$ cat config.mk
export PLATFORM = sky130hd
export DESIGN_NAME = arbitro_escrita_registradores
export DESIGN_NICKNAME = d
export VERILOG_FILES = /design/src/rtl/arbitro_escrita_registradores.sv
export SDC_FILE = /design/constraint.sdc
export NUM_CORES = 1
export LEC_CHECK = 0
export CORE_MARGIN = 3
export CORE_UTILIZATION = 40
export CTS_CLUSTER_DIAMETER = 100
export DETAILED_ROUTE_END_ITERATION = 10
export PLACE_DENSITY = 0.73
export SETUP_SLACK_MARGIN = 0.5
export SLEW_MARGIN = 15
export SYNTH_ARGS = -nofsm -noshare
export SYNTH_HDL_FRONTEND = slang
export SYNTH_SLANG_ARGS = --single-unit
$ cat constraint.sdc
create_clock -name clk -period 2.46 [get_ports clk]
set_input_delay 0.246 -clock clk [delete_from_list [all_inputs] [get_ports clk]]
set_output_delay 0.246 -clock clk [all_outputs]
set_load 0.02 [all_outputs]
$ cat src/rtl/arbitro_escrita_registradores.sv
// Register file write-port arbiter (WB over MC), MC scoreboard with hazard stall,
// and starvation counter that requests a WB bubble when MC waits too long.
module arbitro_escrita_registradores #(
  parameter int unsigned LIMITE_ESPERA = 4
) (
  input  logic        clk,
  input  logic        reset,
  input  logic        wb_valido,
  input  logic [4:0]  wb_endereco,
  input  logic [31:0] wb_dado,
  input  logic        mc_valido,
  input  logic [4:0]  mc_endereco,
  input  logic [31:0] mc_dado,
  output logic        mc_pronto,
  input  logic        emite_mc,
  input  logic [4:0]  emite_endereco,
  input  logic [4:0]  id_fonte1,
  input  logic [4:0]  id_fonte2,
  input  logic [4:0]  id_destino,
  output logic        habilita_escrita,
  output logic [4:0]  endereco_destino,
  output logic [31:0] dado_escrita,
  output logic        stall_id,
  output logic        pedido_bolha,
  output logic [31:0] pendente
);

  localparam logic [3:0] LIMITE = 4'(LIMITE_ESPERA);

  logic        wb_real;
  logic        escrita_mc;
  logic [31:0] pendente_next;
  logic [3:0]  espera, espera_next;

  assign wb_real   = wb_valido && (wb_endereco != '0);
  assign mc_pronto = mc_valido && !wb_real;

  assign stall_id = pendente[id_fonte1] || pendente[id_fonte2] || pendente[id_destino] ||
                    (emite_mc && pendente[emite_endereco]);

  // escrita_mc remembers the source of the registered write so only MC commits clear the scoreboard
  always_ff @(posedge clk or posedge reset) begin
    if (reset) begin
      habilita_escrita <= 1'b0;
      endereco_destino <= '0;
      dado_escrita     <= '0;
      escrita_mc       <= 1'b0;
    end else if (wb_real) begin
      habilita_escrita <= 1'b1;
      endereco_destino <= wb_endereco;
      dado_escrita     <= wb_dado;
      escrita_mc       <= 1'b0;
    end else if (mc_valido) begin
      habilita_escrita <= (mc_endereco != '0);
      endereco_destino <= mc_endereco;
      dado_escrita     <= mc_dado;
      escrita_mc       <= 1'b1;
    end else begin
      habilita_escrita <= 1'b0;
      escrita_mc       <= 1'b0;
    end
  end

  // Set is applied after clear so a simultaneous issue keeps the bit pending
  always_comb begin
    pendente_next = pendente;
    if (habilita_escrita && escrita_mc)
      pendente_next[endereco_destino] = 1'b0;
    if (emite_mc && (emite_endereco != '0))
      pendente_next[emite_endereco] = 1'b1;
    pendente_next[0] = 1'b0;
  end

  always_comb begin
    espera_next = '0;
    if (mc_valido && !mc_pronto)
      espera_next = (espera >= LIMITE) ? LIMITE : espera + 4'd1;
  end

  always_ff @(posedge clk or posedge reset) begin
    if (reset) begin
      pendente     <= '0;
      espera       <= '0;
      pedido_bolha <= 1'b0;
    end else begin
      pendente     <= pendente_next;
      espera       <= espera_next;
      pedido_bolha <= (espera_next == LIMITE);
    end
  end

endmodule

==> impl_results.md, run 1 <==
- Critical Path Source Type: input port
- Pleak: 0.00271 uW
- Crit path required time: about 2.2 ns
- Count leader, synth: o21ai_0
- Max clock buf depth: 2
- RePlAce Congestion: between 0.9 and 1
- CP Class: input port to output port
- MaxCap Viol Count: 0
- Multiplexer area fraction after synthesis: 0.281
- CTS root buffer: clkbuf_8
- Met3 WL: 1670 um
- Clock network latency to the later pin of the worst-skew pair: approximately 0.35 ns
- Post-synthesis cell count: 402
- GRT Total Usage: 0.238
- DR top layer: met4
- Compound-Gate Fraction of Synth Area: 0.141
- Peak supply drop: around 370 uV
- Fmax achieved: 406 MHz
- Most frequent cells after synthesis: o21ai_0 (95), dfrtp_1 (75), mux2i_1 (61), nand2_1 (47), clkbuf_1 (21)
- Rows: 37
- Number of vias after detailed routing: roughly 4,100
- DIE AREA: 0.0121 mm2
- H-tree depth: 3
- DRC Markers: 0
- Overflow after GRT: 0
- Final clock period utilization by the worst path: 1.00
- Largest family of logic cells by synthesized area: multiplexers
- Crit path time final: between 2 and 2.5 ns
- CTS sink cnt: 75
- Mean Syn Cell Area: around 11 um2
- # fillers: 859
- Largest net degree at the start of global routing: slightly above 50
- Outcome: complete, but fails checks
- Via density: between 5 and 6
- Worst Setup End Kind: output port
- Worst setup margin: -0.00233 ns
- Final Hold Viols: 0
- Final Max Tran Viols: 0
- CP Max Fanout: 3
- Die height: ~110 um
- Slew headroom: 0.566
- Post-synthesis sequential area ratio: 0.433
- Top cell type's share of synthesized area: 0.433
- Pre-Repair DR Iteration Count: 4
- ANT nets after route: 0
- Dpl hpwl: roughly 11,000 um
- Synth area leader: dfrtp_1
- Layout area overhead: 53.5%
- Top_reg_cell synth: dfrtp_1
- Pwr Density: between 600 and 700 mW/mm2
- Wirelength per Cell: 19.6 um
- Vias in the first global route: approximately 4,300
- Synth Area in Simple Gates: 0.112
- Setup Skew: about 0.0055 ns
- Die Wd: approximately 110 um
- R2r setup slk: a little under 1 ns
- XOR/XNOR Fraction of Synth Area: 0
- CTS tree: yes
- Violated checks: setup timing
- Worst hold path type: input port to asynchronous set/reset pin
- Register bit total from synthesis: 75
- Met2 WL: roughly 7000 um
- Final wirelength: ~14,000 um
- Multi-input logic area: approximately 0.0023 mm2
- Synth Area in Adders: 0.00289
- Arr. time, crit path: about 2.2 ns
- Ranking of synthesized cells by area: dfrtp_1 (43%), mux2i_1 (14%), o21ai_0 (11%), mux4_2 (9.9%), nand2_1 (4.1%)
- Initial Util: 0.416
- Mapped Area: about 0.0043 mm2
- Hold slack: approximately 0.20 ns
- Iter 0 DRT Violations: about 230
- Setup tns final: -0.00233 ns
- Post-synth cell types: 42
- Layout cells sized above 1: 0.171
- RSZ-0062 raised after global routing: yes
- First-pass GRT wire length: 21,900 um
- I/O pin cnt: about 170
- Setup violations, final: 1
- TritonCTS buffer count: 9
- Final nets: about 700
- Worst-path clk slew: 0.07 ns
- Number of synthesized flops with an enable pin: 0
- Synth async-reset ratio: 1.00
- M1 WL: 5510 um
- Tightest Pin Transition: between 0.6 and 0.7 ns
- Antenna violations before repair: 1
- DP Area: around 0.0064 mm2
- Synth Warn #: 0
- CORE AREA: 0.0104 mm2
- Register Area: about 0.0019 mm2
- Port bufs: 170
- Finished Cell Area: between 0.006 and 0.007 mm2
-- sequential cells by signal, indices dropped and copies added, names as in the netlist --
register,flops
pendente,31
habilita_escrita,1
dado_escrita,32
pedido_bolha,1
espera,4
escrita_mc,1
endereco_destino,5
-- final cells by class --
class / count / area share
Sequential cell: 75 / 0.284
Inverter: 3 / 0.00226
Timing Repair Buffer: 210 / 0.303
Antenna cell: 1 / 0.000376
Tap cell: 136 / 0.0256
Clock inverter: 5 / 0.0113
Clock buffer: 11 / 0.0227
Multi-Input combinational cell: 298 / 0.351
-- path summary, 6_finish.rpt --
path / from / to / depth (start not counted)
min in group clk: mc_valido / escrita_mc / 3
setup / recovery: id_destino[1] / stall_id / 8
setup reg to reg: endereco_destino[1] / pendente[29] / 3
max in group asynchronous: reset / dado_escrita[9] / 3
hold reg to reg: espera[0] / espera[0] / 1
hold / removal: reset / pendente[4] / 2
-- cell families (layout without fill, tap and decap cells) --
| group | count (synthesis) | in the layout |
|---|---|---|
| buffers and inverters | 30 | 229 |
| adders and majority gates | 1 | 1 |
| AOI/OAI and AO/OA | 115 | 115 |
| other | 1 | 3 |
| DFF | 75 | 75 |
| and+or+nand+nor | 92 | 92 |
| muxes | 88 | 88 |
-- per-layer routing --
layer  vias up  track usage
met5         -            0
li1       1897            -
met1      1995        0.277
met3        25       0.0862
met4         0       0.0959
met2       229        0.402
-- per-stage QoR --
step                cells  power, uW   util  setup slack [ns]
floorplan             403       2380      -             0.500
global placement      722       3170  0.617            -0.427
detailed placement    722       3210  0.617            -0.454
CTS                   738       4290  0.638           -0.0106
global route          739       4490  0.639           -0.0547
finish                739       4270  0.639          -0.00233
-- where the power goes --
group | switching (uW) | internal (uW)
Sequential | 277 | 1420
Clock | 448 | 621
Combinational | 668 | 837
Total | 1390 | 2880
-- timing repair --
action                                  4_1_cts  5_1_grt
buffers inserted                              0        0
endpoints found under the setup margin        2        3
hold buffers                                  0        0
pin swaps                                     1        0
resized for setup                            15        7
-- layout by cell type (no fill, tap or decap), drive strengths merged, types with 5 or more instances in the layout --
cell	synthesis	layout
clkdlybuf4s50	0	163
o21ai	101	101
dfrtp	75	75
mux2i	61	61
nand2	47	47
buf	6	43
mux4	25	25
clkbuf	21	11
nand3b	8	8
or3b	5	5
-- worst max-delay path, cell delays in order --
cell and delay, ns:
clkdlybuf4s50_1 0.49, buf_4 0.14, mux4_2 0.50, mux2i_1 0.20
nor3b_1 0.09, nor4_2 0.24, nand4_1 0.12, buf_4 0.18
(Power assumes the default switching activity.)
==> inputs of run 2 (changes only) <==
--- a/config.mk
+++ b/config.mk
@@ -9,7 +9,7 @@
 export CORE_UTILIZATION = 40
 export CTS_CLUSTER_DIAMETER = 100
 export DETAILED_ROUTE_END_ITERATION = 10
-export PLACE_DENSITY = 0.73
+export PLACE_DENSITY_LB_ADDON = 0.15
 export SETUP_SLACK_MARGIN = 0.5
 export SLEW_MARGIN = 15
 export SYNTH_ARGS = -nofsm -noshare
==> run 2 against run 1 <==
  * The flow now finishes without violations
  * Combinational power grew 9%
  * Via count grew 1.5%
  * Global-route usage is essentially flat
  * Sequential cell count is the same
  * Design area grew 2.4%
  * Critical path depth shrank 2
  * Sequential share of layout area shrank 0.59 points
  * Count of clock-buffer cells in the layout is the same
  * Core utilization grew 1.5 points
  * Setup slack gained 0.031 ns
  * Largest cell class unchanged
==> impl_results.md, run 2 (synthesis gave the netlist of run 1 again) <==
- Worst Setup End Kind: output port
- Crit path time final: 2.43 ns
- Worst-path clk slew: around 0.080 ns
- Tightest Pin Transition: between 0.6 and 0.7 ns
- H-tree depth: 3
- Via density: about 5.6
- I/O pin cnt: around 170
- Arr. time, crit path: 2.19 ns
- Final Max Tran Viols: 0
- Number of vias after detailed routing: approximately 4,200
- RePlAce Congestion: 0.915
- CP Max Fanout: 5
- CP Class: register to output port
- Pre-Repair DR Iteration Count: 6
- Most frequent cells in the layout: clkdlybuf4s50_1 (162), o21ai_0 (94), dfrtp_1 (62), mux2i_1 (60), buf_4 (52)
- Setup violations, final: 0
- Die height: approximately 110 um
- Pwr Total: approximately 4300 uW
- RSZ-0062 raised after global routing: yes
- Peak supply drop: 314 uV
- Pwr Density: 626 mW/mm2
- Slowest CP cell: dfrtp_2
- TritonCTS buffer count: 9
- MaxCap Viol Count: 0
- Layout area overhead: 57.2%
- Final clock period utilization by the worst path: 0.988
- Vias in the first global route: roughly 4,300
- Setup Skew: slightly above 0.007 ns
- Largest net degree at the start of global routing: 65
- Final nets: around 700
- Commonest non-fill, non-tap cell in the layout: clkdlybuf4s50_1
- Largest registers: dado_escrita: 32 flops, pendente: 31 flops, endereco_destino: 5 flops
- Worst path max stage delay: between 0.4 and 0.5 ns
- DRC Markers: 0
- First-pass GRT wire length: 22,100 um
- Filler-free cell count of the finished design: 755
- CORE AREA: 0.0104 mm2
- CTS tree: yes
- Layout cells sized above 1: 0.200
- Fmax achieved: slightly above 400 MHz
- DIE AREA: 0.0121 mm2
- Finished Cell Area: about 0.007 mm2
- Cts hold-fix bufs: 0
- DP Area: 0.00643 mm2
- Clock network latency to the later pin of the worst-skew pair: 0.34 ns
- Final wirelength: approximately 14,000 um
- Slew headroom: 0.553
- CTS root buffer: clkbuf_8
- Antenna Cells: 0
- Dpl hpwl: 10,700 um
- Critical Path Source Type: register
- Outcome: finished clean
- Rows: 37
- Pleak: around 0.0028 uW
- Port bufs: 170
- Max clock buf depth: 2
- Initial Util: 0.416
- Fin util: 0.654
- Antenna violations before repair: 0
- GRT Total Usage: 0.238
- Crit path required time: 2.21 ns
- Largest Register: dado_escrita
- Final Hold Viols: 0
- Iter 0 DRT Violations: 313
- Placed Cells incl. Taps: 719
- Max reg flops: 32
- Die Wd: 110 um
- ANT nets after route: 0
- CP cell instances: mux4_2 -> mux2_4 -> and3_4 -> nor4_2 -> nand4_1 -> buf_4
- CTS sink cnt: 75
- Worst hold path type: input port to register
- Overflow after GRT: 0
- Wirelength per Cell: between 15 and 20 um
[run 2: power by group]
| group | internal (uW) | leakage, uW | switching, uW |
|---|---|---|---|
| clock | 516 | 0.0000974 | 437 |
| combinational | 922 | 0.00184 | 712 |
| sequential | 1420 | 0.000833 | 258 |
[run 2: metal layers]
layer,wire length [um],up-vias,part of all wire,GRT usage
li1,-,1929,-,-
met1,5720,2046,0.40,0.290
met2,7050,214,0.49,0.409
met3,1360,21,0.095,0.0641
met4,266,0,0.018,0.0792
met5,0,-,0,0
[run 2: per-stage QoR]
step	setup TNS, ns	hold slack [ns]	worst slack (ns)
final	0	0.269	0.0284
after global routing	-0.0718	0.272	-0.0718
after CTS	0	0.285	0.0279
after detailed placement	-0.467	0.456	-0.440
after global placement	-0.468	0.446	-0.449
after floorplan	0	0.363	0.500
[run 2: final timing paths]
check	slack (ns)	start	endpoint	cells after the start
max	0.03	pendente[9]	stall_id	6
min	0.27	mc_valido	escrita_mc	3
max reg2reg	1.02	endereco_destino[3]	pendente[9]	3
min reg2reg	0.47	espera[0]	espera[0]	1
max in group asynchronous	1.42	reset	pendente[20]	4
min in group asynchronous	0.31	reset	dado_escrita[21]	2
[run 2: area by class of cell]
type | instances | area [um2]
multi-input cells | 298 | 2350
fillers | 848 | 3600
repair buffers | 228 | 2190
flip-flops and latches | 75 | 1890
well taps | 136 | 170
clock buffers | 11 | 151
inverters | 3 | 15.0
clock inverters | 4 | 50.0
[run 2: what timing repair did]
action	CTS	global route
pin swaps	4	3
endpoints found under the setup margin	2	2
setup buffers	20	1
gates resized for setup	26	5
[run 2: worst max-delay path: cells and delay by family, from the launching register on]
| kind | cells | cell delay (ns) |
|---|---|---|
| buffers and inverters | 1 | 0.18 |
| DFF | 1 | 0.46 |
| muxes | 2 | 0.73 |
| and+or+nand+nor | 3 | 0.48 |
==> inputs of run 3 (changes only) <==
--- a/config.mk
+++ b/config.mk
@@ -5,8 +5,9 @@
 export SDC_FILE = /design/constraint.sdc
 export NUM_CORES = 1
 export LEC_CHECK = 0
+export CAP_MARGIN = 20
 export CORE_MARGIN = 3
-export CORE_UTILIZATION = 40
+export CORE_UTILIZATION = 42
 export CTS_CLUSTER_DIAMETER = 100
 export DETAILED_ROUTE_END_ITERATION = 10
 export PLACE_DENSITY_LB_ADDON = 0.15
==> constraint.sdc (replaced) <==
create_clock -name clk -period 3 [get_ports clk]
set_input_delay 0.3 -clock clk [delete_from_list [all_inputs] [get_ports clk]]
set_output_delay 0.3 -clock clk [all_outputs]
set_load 0.02 [all_outputs]
==> run 3 against run 2 <==
  * Die area is 4.5% lower
  * Count of clock-buffer cells in the layout is 1 lower
  * Clock power is 19% lower
  * Clock skew is 0.0026 ns higher
  * Power is 19% lower
  * Core utilization is 1.7 points higher
  * Combinational power is 19% lower
  * Wire length is 1.6% lower
  * Setup slack better by 0.41 ns
  * Sequential power is 19% lower
==> impl_results.md, run 3 (synthesis gave the netlist of run 1 again) <==
- Outcome: finished clean
- Via density: about 5.7
- Rows: 36
- Peak supply drop: roughly 240 uV
- Finished Cell Area: approximately 0.0066 mm2
- Pre-Repair DR Iteration Count: 5
- Fmax achieved: roughly 390 MHz
- First-pass GRT wire length: 22,300 um
- Number of vias after detailed routing: 4,175
- Max clock buf depth: 2
- Filler-free cell count of the finished design: between 700 and 800
- CP Class: register to output port
- Crit path time final: about 2.6 ns
- Pwr Density: 519 mW/mm2
- Pleak: around 0.0027 uW
- Final Hold Viols: 0
- Overflow after GRT: 0
- Iter 0 DRT Violations: approximately 230
- CORE AREA: around 0.01 mm2
- RSZ-0062 raised after global routing: yes
- RePlAce Congestion: between 0.8 and 0.9
- Dpl hpwl: approximately 11,000 um
- Placed Cells incl. Taps: roughly 700
- Final Max Tran Viols: 0
- MaxCap Viol Count: 0
- Clock network latency to the later pin of the worst-skew pair: between 0.3 and 0.4 ns
- Antenna Cells: 0
- Largest Register: dado_escrita
- CTS sink cnt: between 70 and 80
- Arr. time, crit path: ~2.3 ns
- Crit path required time: 2.70 ns
- Layout cells sized above 1: 0.164
- Final nets: between 600 and 700
- Largest net degree at the start of global routing: 73
- Tightest Pin Transition: between 0.6 and 0.7 ns
- DIE AREA: 0.0116 mm2
- Final wirelength: about 14,000 um
- Worst setup margin: around 0.44 ns
- Antenna violations before repair: 0
- Commonest non-fill, non-tap cell in the layout: clkdlybuf4s50_1
- Critical Path Source Type: register
- Worst hold path type: input port to register
- Max reg flops: 32
- H-tree depth: 3
- CTS tree: yes
- CP Max Fanout: 2
- Largest registers: dado_escrita: 32 flops, pendente: 31 flops, endereco_destino: 5 flops
- GRT Total Usage: 0.248
- Worst-path clk slew: around 0.08 ns
- I/O pin cnt: between 150 and 200
- Initial Util: 0.438
- Wirelength per Cell: ~19 um
- Vias in the first global route: ~4,300
- Setup Skew: between 0.009 and 0.01 ns
- Most frequent cells in the layout: clkdlybuf4s50_1 (160), o21ai_0 (95), dfrtp_1 (68), mux2i_1 (59), nand2_1 (47)
- Die height: ~110 um
- Setup tns final: 0 ns
- Final clock period utilization by the worst path: 0.853
- DRC Markers: 0
- Worst Setup End Kind: output port
- Layout area overhead: 53.4%
- CTS root buffer: clkbuf_8
- Port bufs: between 150 and 200
- Die Wd: between 100 and 150 um
- Setup violations, final: 0
- Hold slack: roughly 0.21 ns
- Worst slack, placed: -0.207 ns
- Slew headroom: 0.561
- DP Area: between 0.006 and 0.007 mm2
- TritonCTS buffer count: 9
- ANT nets after route: 0
==> run 3: power breakdown <==
group          switching [uW]  internal (uW)
Combinational             593            723
Clock                     369            406
Sequential                195           1160
Total                    1160           2290
==> run 3: path summary, 6_finish.rpt <==
| check | startpoint | to | slack [ns] | cells past startpoint |
|---|---|---|---|---|
| max | pendente[15] | stall_id | 0.44 | 6 |
| min | mc_valido | escrita_mc | 0.21 | 2 |
| max reg2reg | endereco_destino[1] | pendente[13] | 1.43 | 3 |
| min reg2reg | espera[0] | espera[0] | 0.48 | 1 |
| max in group asynchronous | reset | dado_escrita[29] | 1.80 | 3 |
| min in group asynchronous | reset | pendente[1] | 0.35 | 2 |
==> run 3: critical path: stages (launching register included) <==
cell     delay (ns)
dfrtp_1        0.41
mux4_2         0.48
mux2_2         0.28
and3_4         0.18
nor4_4         0.20
nand4_1        0.16
buf_4          0.20
==> run 3: through the flow <==
step,utilization,power [uW]
2_1_floorplan,-,1940
3_3_place_gp,0.636,2580
3_5_place_dp,0.636,2610
4_1_cts,0.665,3430
5_1_grt,0.671,3620
6_report,0.671,3450
==> run 3: layout make-up <==
type	count	area, um2
Clock buffer	10	138
Clock inverter	6	63.8
Fill cell	790	3260
Inverter	3	11.3
Multi-Input combinational cell	298	2360
Sequential cell	75	1890
Tap cell	133	166
Timing Repair Buffer	206	2030
==> run 3: routing by layer <==
metal	track usage	up-vias	part of all wire
li1	-	1890	-
met1	0.297	1993	0.38
met2	0.421	266	0.49
met3	0.0834	26	0.11
met4	0.0775	0	0.019
met5	0	-	0
==> run 3: what timing repair did <==
| item | in CTS | in global routing |
|---|---|---|
| hold buffers | 0 | 0 |
| resized for setup | 31 | 9 |
| hold endpoints to repair | 0 | 0 |
| setup buffers | 7 | 3 |
| pin swaps | 4 | 4 |
| endpoints found under the setup margin | 2 | 1 |
